<file path="src/rtl/alu_pkg.sv">
// Alu opcode map, reserved-opcode screen and the response record queued by the issuer.
package alu_pkg;

   localparam logic [3:0] ADD = 4'b0000;
   localparam logic [3:0] SUB = 4'b0001;
   localparam logic [3:0] MUL = 4'b0010;
   localparam logic [3:0] DIV = 4'b0011;
   localparam logic [3:0] NOT = 4'b1000;
   localparam logic [3:0] AND = 4'b1001;
   localparam logic [3:0] OR  = 4'b1010;
   localparam logic [3:0] XOR = 4'b1011;
   localparam logic [3:0] LSL = 4'b1100;
   localparam logic [3:0] LSR = 4'b1101;
   localparam logic [3:0] ASL = 4'b1110;
   localparam logic [3:0] ASR = 4'b1111;

   // Width of the tag field carried inside the queued response record.
   localparam int RESP_TAG_W = 4;

   typedef struct packed {
      logic [31:0]           res;
      logic                  zero;
      logic                  neg;
      logic                  err;
      logic [RESP_TAG_W-1:0] tag;
   } alu_resp_t;

   // 4'b0100..4'b0111 have no Alu function behind them.
   function automatic logic is_reserved_op(input logic [3:0] op);
      return op[3:2] == 2'b01;
   endfunction

endpackage

</file>
<file path="src/rtl/alu_issuer_if.sv">
// Request, Alu-port and response bundle of the Alu issuer; slave is the issuer side,
// master is the requester/consumer/Alu environment side.
interface alu_issuer_if #(
   parameter int TAG_W = 4
);
   logic             req_valid;
   logic             req_ready;
   logic [3:0]       req_op;
   logic [31:0]      req_a;
   logic [31:0]      req_b;
   logic [TAG_W-1:0] req_tag;

   logic             alu_en;
   logic [3:0]       alu_op;
   logic [31:0]      alu_operand0;
   logic [31:0]      alu_operand1;
   logic [31:0]      alu_res;
   logic             alu_zero;
   logic             alu_neg;

   logic             resp_valid;
   logic             resp_ready;
   logic [31:0]      resp_res;
   logic             resp_zero;
   logic             resp_neg;
   logic             resp_err;
   logic [TAG_W-1:0] resp_tag;

   modport slave (
      input  req_valid, req_op, req_a, req_b, req_tag,
      output req_ready,
      output alu_en, alu_op, alu_operand0, alu_operand1,
      input  alu_res, alu_zero, alu_neg,
      output resp_valid, resp_res, resp_zero, resp_neg, resp_err, resp_tag,
      input  resp_ready
   );

   modport master (
      output req_valid, req_op, req_a, req_b, req_tag,
      input  req_ready,
      input  alu_en, alu_op, alu_operand0, alu_operand1,
      output alu_res, alu_zero, alu_neg,
      input  resp_valid, resp_res, resp_zero, resp_neg, resp_err, resp_tag,
      output resp_ready
   );

endinterface

</file>
<file path="src/rtl/alu_resp_fifo.sv">
// First-word-fall-through FIFO with occupancy count; head visible the cycle after the write.
// No internal backpressure: caller must never push when full without a same-cycle pop.
module alu_resp_fifo #(
   parameter int DEPTH = 4,
   parameter int W     = 32,
   localparam int PTR_W = $clog2(DEPTH),
   localparam int CNT_W = PTR_W + 1
) (
   input  logic             clk,
   input  logic             rst,
   input  logic             push,
   input  logic [W-1:0]     wr_dat,
   input  logic             pop,
   output logic             rd_vld,
   output logic [W-1:0]     rd_dat,
   output logic [CNT_W-1:0] count
);

   logic [W-1:0]     mem [DEPTH];
   logic [PTR_W-1:0] wr_ptr;
   logic [PTR_W-1:0] rd_ptr;
   logic             pop_en;

   assign rd_vld = (count != '0);
   assign rd_dat = mem[rd_ptr];
   assign pop_en = pop && rd_vld;

   // Pointers wrap naturally because DEPTH is a power of two.
   always_ff @(posedge clk) begin
      if (rst) begin
         wr_ptr <= '0;
         rd_ptr <= '0;
         count  <= '0;
      end else begin
         if (push) begin
            wr_ptr <= wr_ptr + PTR_W'(1);
         end
         if (pop_en) begin
            rd_ptr <= rd_ptr + PTR_W'(1);
         end
         case ({push, pop_en})
            2'b10:   count <= count + CNT_W'(1);
            2'b01:   count <= count - CNT_W'(1);
            default: count <= count;
         endcase
      end
   end

   always_ff @(posedge clk) begin
      if (push) begin
         mem[wr_ptr] <= wr_dat;
      end
   end

endmodule

</file>
<file path="src/rtl/alu_issuer.sv">
// Alu issue front end: screens reserved ops and divide-by-zero, returns tagged in-order responses.
// Accept-to-response latency 3 cycles; req_ready drops once in-flight plus queued entries reach DEPTH.
module alu_issuer
   import alu_pkg::*;
#(
   parameter int TAG_W = 4,
   parameter int DEPTH = 4
) (
   input logic         clk,
   input logic         rst,
   alu_issuer_if.slave bus
);

   localparam int CNT_W = $clog2(DEPTH) + 1;
   localparam int SUM_W = CNT_W + 1;

   logic             accept;
   logic             req_rsvd;
   logic             req_div0;
   logic             req_byp;

   logic             s1_v;
   logic             s1_byp;
   logic             s1_err;
   logic [TAG_W-1:0] s1_tag;

   logic             s2_v;
   logic             s2_byp;
   logic             s2_err;
   logic [TAG_W-1:0] s2_tag;

   logic             alu_en_q;
   logic [3:0]       alu_op_q;
   logic [31:0]      alu_a_q;
   logic [31:0]      alu_b_q;

   logic [CNT_W-1:0] fifo_count;
   logic             fifo_vld;
   logic             fifo_pop;
   logic [SUM_W-1:0] in_flight;
   alu_resp_t        wr_rec;
   alu_resp_t        head;

   // Every accepted request holds a FIFO slot from acceptance until popped,
   // so the S1->S2->FIFO path can never find the queue full.
   assign in_flight     = SUM_W'(s1_v) + SUM_W'(s2_v) + SUM_W'(fifo_count);
   assign bus.req_ready = in_flight < SUM_W'(DEPTH);
   assign accept        = bus.req_valid && bus.req_ready;

   assign req_rsvd = is_reserved_op(bus.req_op);
   assign req_div0 = (bus.req_op == DIV) && (bus.req_b == '0);
   assign req_byp  = req_rsvd || req_div0;

   // Bypassed slots leave the Alu ports untouched and en low.
   always_ff @(posedge clk) begin
      if (rst) begin
         s1_v     <= 1'b0;
         s1_byp   <= 1'b0;
         s1_err   <= 1'b0;
         s1_tag   <= '0;
         alu_en_q <= 1'b0;
         alu_op_q <= '0;
         alu_a_q  <= '0;
         alu_b_q  <= '0;
      end else begin
         s1_v     <= accept;
         alu_en_q <= accept && !req_byp;
         if (accept) begin
            s1_tag <= bus.req_tag;
            s1_byp <= req_byp;
            s1_err <= req_rsvd;
         end
         if (accept && !req_byp) begin
            alu_op_q <= bus.req_op;
            alu_a_q  <= bus.req_a;
            alu_b_q  <= bus.req_b;
         end
      end
   end

   always_ff @(posedge clk) begin
      if (rst) begin
         s2_v   <= 1'b0;
         s2_byp <= 1'b0;
         s2_err <= 1'b0;
         s2_tag <= '0;
      end else begin
         s2_v   <= s1_v;
         s2_byp <= s1_byp;
         s2_err <= s1_err;
         s2_tag <= s1_tag;
      end
   end

   assign bus.alu_en       = alu_en_q;
   assign bus.alu_op       = alu_op_q;
   assign bus.alu_operand0 = alu_a_q;
   assign bus.alu_operand1 = alu_b_q;

   // S2 lines up with the Alu's registered output; err alone tells reserved from div-by-zero.
   always_comb begin
      wr_rec     = '0;
      wr_rec.tag = RESP_TAG_W'(s2_tag);
      if (!s2_byp) begin
         wr_rec.res  = bus.alu_res;
         wr_rec.zero = bus.alu_zero;
         wr_rec.neg  = bus.alu_neg;
         wr_rec.err  = 1'b0;
      end else if (s2_err) begin
         wr_rec.res  = 32'h0000_0000;
         wr_rec.zero = 1'b1;
         wr_rec.neg  = 1'b0;
         wr_rec.err  = 1'b1;
      end else begin
         wr_rec.res  = 32'hFFFF_FFFF;
         wr_rec.zero = 1'b0;
         wr_rec.neg  = 1'b1;
         wr_rec.err  = 1'b0;
      end
   end

   alu_resp_fifo #(
      .DEPTH (DEPTH),
      .W     ($bits(alu_resp_t))
   ) u_resp_fifo (
      .clk    (clk),
      .rst    (rst),
      .push   (s2_v),
      .wr_dat (wr_rec),
      .pop    (fifo_pop),
      .rd_vld (fifo_vld),
      .rd_dat (head),
      .count  (fifo_count)
   );

   assign fifo_pop = fifo_vld && bus.resp_ready;

   // Data is forced to zero while empty so stale storage never shows on the outputs.
   assign bus.resp_valid = fifo_vld;
   assign bus.resp_res   = fifo_vld ? head.res : '0;
   assign bus.resp_zero  = fifo_vld && head.zero;
   assign bus.resp_neg   = fifo_vld && head.neg;
   assign bus.resp_err   = fifo_vld && head.err;
   assign bus.resp_tag   = fifo_vld ? TAG_W'(head.tag) : '0;

endmodule

</file>
<file path="src/flat_wrapper.sv">
// flat-port wrapper written by rule: the top's interface ports become plain ports
module alu_issuer_flat import alu_pkg::*;
#(
   parameter int TAG_W = 4,
   parameter int DEPTH = 4
)
  (clk, rst, bus_req_valid, bus_req_op, bus_req_a, bus_req_b, bus_req_tag, bus_req_ready, bus_alu_en, bus_alu_op, bus_alu_operand0, bus_alu_operand1, bus_alu_res, bus_alu_zero, bus_alu_neg, bus_resp_valid, bus_resp_res, bus_resp_zero, bus_resp_neg, bus_resp_err, bus_resp_tag, bus_resp_ready);
  alu_issuer_if #(.TAG_W(TAG_W)) bus_i ();
  input logic clk;
  input logic rst;
  input wire logic [$bits(bus_i.req_valid)-1:0] bus_req_valid;
  input wire logic [$bits(bus_i.req_op)-1:0] bus_req_op;
  input wire logic [$bits(bus_i.req_a)-1:0] bus_req_a;
  input wire logic [$bits(bus_i.req_b)-1:0] bus_req_b;
  input wire logic [$bits(bus_i.req_tag)-1:0] bus_req_tag;
  output wire logic [$bits(bus_i.req_ready)-1:0] bus_req_ready;
  output wire logic [$bits(bus_i.alu_en)-1:0] bus_alu_en;
  output wire logic [$bits(bus_i.alu_op)-1:0] bus_alu_op;
  output wire logic [$bits(bus_i.alu_operand0)-1:0] bus_alu_operand0;
  output wire logic [$bits(bus_i.alu_operand1)-1:0] bus_alu_operand1;
  input wire logic [$bits(bus_i.alu_res)-1:0] bus_alu_res;
  input wire logic [$bits(bus_i.alu_zero)-1:0] bus_alu_zero;
  input wire logic [$bits(bus_i.alu_neg)-1:0] bus_alu_neg;
  output wire logic [$bits(bus_i.resp_valid)-1:0] bus_resp_valid;
  output wire logic [$bits(bus_i.resp_res)-1:0] bus_resp_res;
  output wire logic [$bits(bus_i.resp_zero)-1:0] bus_resp_zero;
  output wire logic [$bits(bus_i.resp_neg)-1:0] bus_resp_neg;
  output wire logic [$bits(bus_i.resp_err)-1:0] bus_resp_err;
  output wire logic [$bits(bus_i.resp_tag)-1:0] bus_resp_tag;
  input wire logic [$bits(bus_i.resp_ready)-1:0] bus_resp_ready;
  assign bus_i.req_valid = bus_req_valid;
  assign bus_i.req_op = bus_req_op;
  assign bus_i.req_a = bus_req_a;
  assign bus_i.req_b = bus_req_b;
  assign bus_i.req_tag = bus_req_tag;
  assign bus_req_ready = bus_i.req_ready;
  assign bus_alu_en = bus_i.alu_en;
  assign bus_alu_op = bus_i.alu_op;
  assign bus_alu_operand0 = bus_i.alu_operand0;
  assign bus_alu_operand1 = bus_i.alu_operand1;
  assign bus_i.alu_res = bus_alu_res;
  assign bus_i.alu_zero = bus_alu_zero;
  assign bus_i.alu_neg = bus_alu_neg;
  assign bus_resp_valid = bus_i.resp_valid;
  assign bus_resp_res = bus_i.resp_res;
  assign bus_resp_zero = bus_i.resp_zero;
  assign bus_resp_neg = bus_i.resp_neg;
  assign bus_resp_err = bus_i.resp_err;
  assign bus_resp_tag = bus_i.resp_tag;
  assign bus_i.resp_ready = bus_resp_ready;
  alu_issuer #(.TAG_W(TAG_W), .DEPTH(DEPTH)) u_core (.clk(clk), .rst(rst), .bus(bus_i));
endmodule
</file>
<file path="config.mk">
export PLATFORM = sky130hd
export DESIGN_NAME = alu_issuer_flat
export DESIGN_NICKNAME = d
export VERILOG_FILES = /design/src/rtl/alu_pkg.sv /design/src/rtl/alu_issuer_if.sv /design/src/rtl/alu_resp_fifo.sv /design/src/rtl/alu_issuer.sv /design/src/flat_wrapper.sv
export SDC_FILE = /design/constraint.sdc
export NUM_CORES = 1
export LEC_CHECK = 0
export CELL_PAD_IN_SITES_DETAIL_PLACEMENT = 0
export CELL_PAD_IN_SITES_GLOBAL_PLACEMENT = 2
export CORE_MARGIN = 4
export CORE_UTILIZATION = 34
export CTS_CLUSTER_DIAMETER = 120
export DETAILED_ROUTE_END_ITERATION = 10
export PLACE_DENSITY_LB_ADDON = 0.1
export SLEW_MARGIN = 10
export SYNTH_ARGS = -nofsm -noshare
export SYNTH_HDL_FRONTEND = slang
export SYNTH_SLANG_ARGS = --single-unit
</file>
<file path="constraint.sdc">
create_clock -name clk -period 3.15 [get_ports clk]
set_input_delay 0.315 -clock clk [delete_from_list [all_inputs] [get_ports clk]]
set_output_delay 0.315 -clock clk [all_outputs]
set_load 0.005 [all_outputs]
</file>
# Yosys cells after proc, flatten, opt, wreduce, memory -nomap -nowiden
# Memories as Yosys holds them, arrays and structs flattened. A register that Yosys moved wholly into a read port is not among the register bits.
# Index checks and enable logic that the tools add are counted.
# Widths: inputs -> output; s select.
[op_classes]
n_lt_le_gt_ge = 1
n_div = 0
shift = 0
mux = 9
multipliers = 0
bitwise = 0
addsub = 6
reduce_logical = 13
n_eq_ne = 4
[op_table]
columns = ["operator", "n"]
rows = [
  ["$mux 35", 2],
  ["$logic_not 32->1", 1],
  ["$mux 32", 1],
  ["$logic_and 1x1->1", 8],
  ["$pmux 3 s2", 1],
  ["$add 2x1->2 const B", 2],
  ["$add 4x3->4", 1],
  ["$eq 2x1->1 const B", 2],
  ["$eq 4x2->1 const B", 1],
  ["$lt 4x3->1 const B", 1],
  ["$mux 2", 2],
  ["$mux 4", 1],
  ["$add 3x1->3 const B", 1],
  ["$reduce_bool 3->1", 1],
  ["$sub 3x1->3 const B", 1],
  ["$add 1x1->2", 1],
  ["$eq 2x2->1 const B", 1],
  ["$mux 1", 2],
  ["$reduce_bool 2->1", 1],
  ["$logic_not 1->1", 1],
  ["$logic_or 1x1->1", 1],
]
[word_totals]
romBits = 0
memories = 1
latch_bits = 0
inputBits = 110
output_inout_bits = 110
ff_bits = 90
ramBits = 156
wordCells = 49
[mem_list]
columns = ["memory", "words", "word_bits", "rd", "rd_clocked_by_memory_dff", "wr", "line_no", "text"]
rows = [
  ["u_core.u_resp_fifo.mem", 4, 39, 1, 1, 1, "alu_resp_fifo.sv:19", "logic [W-1:0] mem [DEPTH];"],
]

# Depth between registers and ports, before layout
# Gate-level depths: netlist (run 1).
[logic_depth]
word_depth = 5
ltp_mapped = 9
mapped_depth_nobuf = 8

# Cells and area by module
# A second synthesis (run 1) with hierarchy kept.
[unflattened]
hier_cells = 939
area_unflattened_um2 = 11357.1
[by_module_without_submodules]
columns = ["mod", "seq_area_each_um2", "cells_per_inst", "n_inst", "area_each_um2"]
rows = [
  ["alu_resp_fifo", 4864.7, 250, 1, 6060.8],
  ["alu_issuer", 1661.6, 689, 1, 5296.3],
]

# Worst setup path after synthesis (run 1)
# No wires, ideal clock.
[synth_timing]
path_type = "register -> register"
from = "register u_core.s2_v"
to = "register u_core.alu_a_q[29] (netlist: u_core.bus.alu_operand0[29])"
required_time_ns = 3.055
arrival_time_ns = 2.294
setup_slack_ns = 0.761
path_buffers = 3
synth_period_minus_slack_ns = 2.389
stages_incl_launch_ff = 10
path_cell_list = "dfxtp_1 ha_1 ha_1 a311oi_1 and3_1 clkbuf_1 buf_2 buf_2 o211ai_1 o311ai_1"
[synth_via]
elab_chain_len = 5
[synth_lines]
columns = ["item", "line_no", "text"]
rows = [
  ["start: declaration", "alu_issuer.sv:27", "logic s2_v;"],
  ["start signal: assignment", "alu_issuer.sv:88", "s2_v <= s1_v;"],
  ["$add 1x1->2", "alu_issuer.sv:46", "assign in_flight = SUM_W'(s1_v) + SUM_W'(s2_v) + SUM_W'(fifo_count);"],
  ["$add 4x3->4", "alu_issuer.sv:46", ""],
  ["$lt 4x3->1", "alu_issuer.sv:47", "assign bus.req_ready = in_flight < SUM_W'(DEPTH);"],
  ["$logic_and 1x1->1", "alu_issuer.sv:48", "assign accept = bus.req_valid && bus.req_ready;"],
  ["$logic_and 1x1->1", "alu_issuer.sv:73", "if (accept && !req_byp) begin"],
  ["end signal: assignment", "alu_issuer.sv:75", "alu_a_q <= bus.req_a;"],
  ["end: declaration", "alu_issuer.sv:34", "logic [31:0] alu_a_q;"],
]
# No other way between the ends.
# A chain may end at the register's enable or synchronous reset.

# Worst setup path in the final report (run 1)
[layout_timing]
from = "register u_core.s2_v"
to = "output bus_req_ready"
[layout_via]
elab_chain_len = 3
[layout_lines]
columns = ["item", "line_no", "text"]
rows = [
  ["$add 1x1->2", "alu_issuer.sv:46", ""],
  ["$add 4x3->4", "alu_issuer.sv:46", ""],
  ["$lt 4x3->1", "alu_issuer.sv:47", ""],
  ["end: declaration", "flat_wrapper.sv:16", "output wire logic [$bits(bus_i.req_ready)-1:0] bus_req_ready;"],
]
# No other way between the ends.

==> impl_metrics.ini, run 1 <==
[status]
status = completed

[clock_network]
clock_latency_ps = 530
root_buffer = clkbuf_16
cts_setup_buffers = 0
cts.htree.levels = 1
cts.repair.resized = 0
tritoncts = yes
cts_hold_buf = 0
cts_buffers = 28
path_clk_slew_ps = 60
clk_path_buf_depth = 3
clock_sinks = 248

[grt]
grt_pass1_wl_um = 47320
grt_use_met3 = 0.04550
track_usage = 0.1623
grt_util_met2 = 0.2668
grt-busiest-layer = met2
grt_max_degree = 78
grt_pass1_vias = 8348
antenna_found_initial = 4
gr-usage-met1 = 0.2157
grt-ovfl-total = 0

[route]
postRouteAntennaNets = 0
routedWlPerCell_um = 18.78
drtIter0Drc = 374
dr.pass1.iters = 5
drc = 0
wl_um = 29910
viasPerCell = 5.123
vias = 8161

[die]
fp.dieH_um = 189.6
core_area_um2 = 32540
ios = 220
std_cell_rows = 66
start_util = 0.3448
dieArea_um2 = 35970
dieWidth_um = 189.6

[worst_setup_path]
worst-path-max-fanout = 18
cp.required_ps = 2830
critPathArrivalTime_ps = 2660
crit_path_start_kind = flip-flop
crit_type = flip-flop to output port
cp-end-kind = output port

[sta]
slew_violations = 0
setup_viol = 0
fin_crit_sh = 0.9459
max_freq_mhz = 335.6
grt_setup_unrepaired = no
worstMarginPinSlew_ps = 785.5
fin_tns_setup_ps = 0
finClkSkew_ps = 10.87
final-hold-violation-count = 0
period_minus_slack_ps = 2980
slew_headroom = 0.4764

[synth]
ys_warn_count = 0
ys_types = 39
synth.yosys.seq_area_share = 0.5818
netlist_instances = 940
synth_area_um2 = 11220
avgSynthCellArea_um2 = 11.93
synth_nets = 1058
ys_seq_elements = 248

[job]
drv_cap = 0

[place]
port_buffers = 219
place_congestion = 0.7056
dp_hpwl_um = 18850
place_inst = 1541

[pwr]
switching_share = 0.2530
ir_drop_mv = 0.3968
power.share.sequential = 0.410
power_frac_comb = 0.230
p_leak_nw = 4.958
clock_power_share = 0.360
power.internal_mw = 6.864
p_per_area_nw_per_um2 = 617.8
switchingPower_mw = 2.324

[layout]
finalNetCount = 1247
multi_input_area_um2 = 4222
final_util = 0.4572
fin_cells = 1593
areaGrowthSynthToFinish_pct = 32.59
drive_above_1_share = 0.1113
seq_area_um2 = 6530
fillCellCount = 3046

[min_path]
min_path_type = primary input to flip-flop
-- worst paths after layout --
| kind | to | cells past startpoint | from | slack [ps] |
|---|---|---|---|---|
| worst max-delay path | bus_req_ready | 5 | u_core.s2_v$_SDFF_PP0_ | 170 |
| worst min-delay path | u_core.bus.alu_operand1[16]$_SDFFE_PP0P_ | 2 | rst | 340 |
| worst max register to register | u_core.s1_byp$_SDFFE_PP0P_ | 8 | u_core.s2_v$_SDFF_PP0_ | 650 |
| worst min register to register | u_core.s1_tag[1]$_SDFFE_PP0P_ | 2 | u_core.s1_tag[1]$_SDFFE_PP0P_ | 450 |
-- through the flow --
step                hold slack (ps)  power, mW  worst slack (ps)  area (um^2)
floorplan                     431.8      4.853             760.6        11220
global placement              450.9      5.997             427.1        13920
detailed placement            448.5      6.004             408.2        13920
CTS                           309.3      9.372             126.6        14870
global route                  347.4      9.677             33.06        14870
finish                        336.7      9.189             170.4        14870
-- cell families (layout without fill, tap and decap cells) --
| family | after synthesis | after routing | share of synthesized area |
|---|---|---|---|
| other cells | 0 | 1 | 0 |
| compound gates | 178 | 178 | 0.1149 |
| mux | 43 | 43 | 0.08186 |
| buf+inv | 127 | 337 | 0.04517 |
| flops | 248 | 248 | 0.5818 |
| simple gates | 331 | 331 | 0.1628 |
| xor+xnor | 5 | 5 | 0.003904 |
| fa+ha+maj | 8 | 8 | 0.009592 |
-- power by group through the flow --
stage                     Clock [mW]  Combinational, mW  Sequential [mW]
after global routing            3.56               2.33             3.79
after CTS                       3.43               2.17             3.77
after floorplan                    0               1.09             3.77
after global placement             0               2.16             3.84
final                           3.31               2.11             3.77
after detailed placement           0               2.16             3.84
-- placed cells by master, fill, tap and decap left out, drive strengths merged, types with 2 or more instances in the layout --
master         synthesis  routed
a21oi                  6       6
a31oi                 68      68
and2                  45      45
buf                   14      32
bufinv                 0       4
clkbuf                77      30
clkdlybuf4s50          0     218
clkinv                 0      16
dfxtp                 92      92
edfxtp               156     156
ha                     7       7
inv                   36      36
mux2i                  4       4
mux4                  39      39
nand2                 39      39
nand2b                36      36
nand3                 14      14
nand3b                11      11
nand4                 32      32
nor2                  65      65
nor2b                 72      72
nor3                   3       3
nor4                   4       4
nor4b                  2       2
o211ai                34      34
o21ai                  7       7
o22ai                  3       3
o311ai                57      57
or3                    4       4
or4                    2       2
xnor2                  2       2
xor2                   3       3
-- cell type report --
| type | count | share of cell area |
|---|---|---|
| diodes | 1 | 0.0001682 |
| clock buffers | 30 | 0.04904 |
| clock inverters | 21 | 0.01464 |
| inverters | 36 | 0.009085 |
| multi-input cells | 565 | 0.2838 |
| flip-flops and latches | 248 | 0.4390 |
| well taps | 442 | 0.03718 |
| repair buffers | 250 | 0.1671 |
-- synthesized netlist by cell type --
cell,instances,area share
fa_1,1,0.0018
nand4_1,32,0.018
or4_1,1,0.00067
nor4_1,4,0.0022
nor4b_1,2,0.0016
and3_1,1,0.00056
nand3_1,14,0.0062
xnor2_1,2,0.0016
o311ai_0,23,0.018
buf_2,12,0.0054
xor2_1,3,0.0023
and4_1,1,0.00078
buf_6,2,0.0020
nand2_1,39,0.013
o211ai_1,34,0.023
or3_1,4,0.0022
o21a_1,1,0.00067
a21oi_1,6,0.0027
o311ai_1,34,0.027
mux2i_1,4,0.0036
o21ai_0,7,0.0031
o22a_1,1,0.00078
inv_1,36,0.012
nor3_1,1,0.00045
edfxtp_1,156,0.42
nand3b_1,11,0.0074
nand2b_1,36,0.020
mux4_2,39,0.078
a311oi_1,1,0.00078
a31oi_1,68,0.038
clkbuf_1,77,0.026
nor3_2,2,0.0018
nor2b_1,72,0.040
ha_1,7,0.0078
or4_4,1,0.0010
nor2_1,65,0.022
o22ai_1,3,0.0017
and2_1,45,0.025
dfxtp_1,92,0.16
-- critical path, stage by stage, from the launching register on --
cell and delay [ps]:
dfxtp_1 380, ha_1 230, ha_1 310, a311oi_4 340, buf_4 310, clkdlybuf4s50_1 560
-- state kept, by name, indices dropped and copies added (netlist names), named ones only --
| register | flops |
|---|---|
| u_core.u_resp_fifo.rd_ptr | 2 |
| u_core.bus.alu_op | 4 |
| u_core.s1_tag | 4 |
| u_core.s1_v | 1 |
| u_core.u_resp_fifo.wr_ptr | 2 |
| u_core.s2_byp | 1 |
| u_core.s2_v | 1 |
| u_core.u_resp_fifo.count | 3 |
| u_core.bus.alu_operand1 | 32 |
| u_core.u_resp_fifo.mem | 156 |
| u_core.s1_err | 1 |
| u_core.bus.alu_en | 1 |
| u_core.bus.alu_operand0 | 32 |
| u_core.s1_byp | 1 |
| u_core.s2_err | 1 |
| u_core.s2_tag | 4 |
-- routing by layer --
metal,up-vias,wire (um)
met5,-,47
met1,3945,13040
met3,42,2134
met4,6,548
met2,226,14140
li1,3942,-
No activity file was read; power rests on OpenSTA's default activity.
==> run 2: changes to the inputs <==
--- a/config.mk
+++ b/config.mk
@@ -12,6 +12,7 @@
 export CTS_CLUSTER_DIAMETER = 120
 export DETAILED_ROUTE_END_ITERATION = 10
 export PLACE_DENSITY_LB_ADDON = 0.1
+export SETUP_SLACK_MARGIN = 0.5
 export SLEW_MARGIN = 10
 export SYNTH_ARGS = -nofsm -noshare
 export SYNTH_HDL_FRONTEND = slang
==> run 2 against run 1 <==
Against the previous run:
- global-route usage is essentially flat
- die area is the same
- critical path depth shrank 1
- power grew 1.1%
- register-to-register slack gained 70 ps
- routed wire length grew 0.63%
- worst hold slack lost 1.5 ps
- cell count grew 0.44%
- sequential cell count is the same
- largest power group unchanged
==> impl_metrics.ini, run 2 (synthesis gave the netlist of run 1 again) <==
[status]
status = completed

[pwr]
switchingPower_mw = 2.349
switching_share = 0.2528
clock_power_share = 0.356
p_per_area_nw_per_um2 = 619.9
power_frac_comb = 0.240
p_leak_nw = 5.062
power.share.sequential = 0.404
ir_drop_mv = 0.3978
power.internal_mw = 6.940

[route]
vias = 8158
drc = 0
viasPerCell = 5.099
routedWlPerCell_um = 18.81
postRouteAntennaNets = 0
drtIter0Drc = 319
dr.pass1.iters = 5
wl_um = 30100

[grt]
grt_pass1_wl_um = 47440
grt-ovfl-total = 0
antenna_found_initial = 4
grt_pass1_vias = 8363
grt_max_degree = 78
track_usage = 0.1627

[layout]
fin_cells = 1600
finalNetCount = 1254
drive_above_1_share = 0.1184
largest-register = u_core.u_resp_fifo.mem
layout_common_cells = 214 x clkdlybuf4s50_1, 156 x edfxtp_1, 88 x dfxtp_1
areaGrowthSynthToFinish_pct = 33.56
multi_input_area_um2 = 4227
fillCellCount = 3040
largest_reg_flops = 156
mostFrequentLayoutCell = clkdlybuf4s50_1
seq_area_um2 = 6539

[die]
start_util = 0.3448
std_cell_rows = 66
dieWidth_um = 189.6
ios = 220
dieArea_um2 = 35970
fp.dieH_um = 189.6
core_area_um2 = 32540

[sta]
fin_crit_sh = 0.8244
worstMarginPinSlew_ps = 786.2
max_freq_mhz = 385.1
slew_headroom = 0.4759
final-hold-violation-count = 0
period_minus_slack_ps = 2597
grt_setup_unrepaired = yes
fin_tns_setup_ps = 0
setup_viol = 0
finClkSkew_ps = 9.344
slew_violations = 0

[job]
drv_cap = 0

[worst_setup_path]
crit_type = flip-flop to output port
cp-end-kind = output port
r2r_slack_ps = 720
worst-path-max-fanout = 9
crit_path_start_kind = flip-flop
worst_r2r_startpoint = u_core.s2_v$_SDFF_PP0_
critical_path.endpoint = bus_resp_tag[1]
critPathArrivalTime_ps = 2280
reg2reg_depth = 9
r2r-end = u_core.s1_byp$_SDFFE_PP0P_
cp.required_ps = 2830

[clock_network]
path_clk_slew_ps = 60
cts_buffers = 28
root_buffer = clkbuf_16
cts.htree.levels = 1
tritoncts = yes
clk_path_buf_depth = 3
clock_sinks = 248
clock_latency_ps = 530

[place]
place_inst = 1541
dp_hpwl_um = 18850
port_buffers = 219
place_congestion = 0.7056

[min_path]
min_path_type = primary input to flip-flop
==> run 2: worst min path at each step <==
stage,depth (start not counted),startpoint,endpoint,slack (ps)
floorplan,2,u_core.s1_tag[0]$_SDFFE_PP0P_,u_core.s1_tag[0]$_SDFFE_PP0P_,430
global placement,2,u_core.s1_tag[2]$_SDFFE_PP0P_,u_core.s1_tag[2]$_SDFFE_PP0P_,450
detailed placement,2,u_core.s1_tag[0]$_SDFFE_PP0P_,u_core.s1_tag[0]$_SDFFE_PP0P_,450
CTS,2,rst,u_core.bus.alu_operand1[16]$_SDFFE_PP0P_,310
global route,2,rst,u_core.bus.alu_operand1[16]$_SDFFE_PP0P_,350
finish,2,rst,u_core.bus.alu_operand1[16]$_SDFFE_PP0P_,340
==> run 2: layout make-up <==
class,count,share of cell area
multi-input cells,565,0.2821
clock inverters,21,0.01453
clock buffers,30,0.04868
flip-flops and latches,248,0.4364
well taps,442,0.03691
diodes,1,0.0001670
inverters,36,0.009019
repair buffers,257,0.1722
==> run 2: what timing repair did <==
action                                  in CTS  in global routing
hold buffers                                 0                  0
resized for setup                            8                 13
buffers inserted                             3                  3
gates cloned                                 0                  1
endpoints found under the setup margin      40                 30
pin swaps                                    1                  0
==> run 2: per-layer routing <==
metal / GRT usage / wire length [um]
met1: 0.2168 / 13200
met2: 0.2670 / 14150
met3: 0.04550 / 2130
met4: 0.03673 / 564
met5: 0 / 47
==> run 2: through the flow <==
stage | utilization | area [um^2] | setup WS (ps) | hold slack [ps] | power, mW
after floorplan | - | 11220 | 760.6 | 431.8 | 4.853
after global placement | 0.4280 | 13920 | 427.1 | 450.9 | 5.997
after detailed placement | 0.4280 | 13920 | 408.2 | 448.5 | 6.004
after CTS | 0.4584 | 14910 | 485.7 | 309.3 | 9.412
after global routing | 0.4605 | 14980 | 447.8 | 347.4 | 9.779
final | 0.4605 | 14980 | 553.2 | 335.2 | 9.289
==> run 2: worst max-delay path, cell delays in order (launching register included) <==
cell	delay, ps
dfxtp_4	430
buf_12	170
mux4_2	500
and2_1	200
clkdlybuf4s50_1	450
==> run 2: power groups by stage <==
| stage | clock, mW | combinational (mW) | sequential, mW |
|---|---|---|---|
| floorplan | 0 | 1.09 | 3.77 |
| global placement | 0 | 2.16 | 3.84 |
| detailed placement | 0 | 2.16 | 3.84 |
| CTS | 3.43 | 2.24 | 3.74 |
| global route | 3.55 | 2.46 | 3.77 |
| finish | 3.31 | 2.23 | 3.75 |
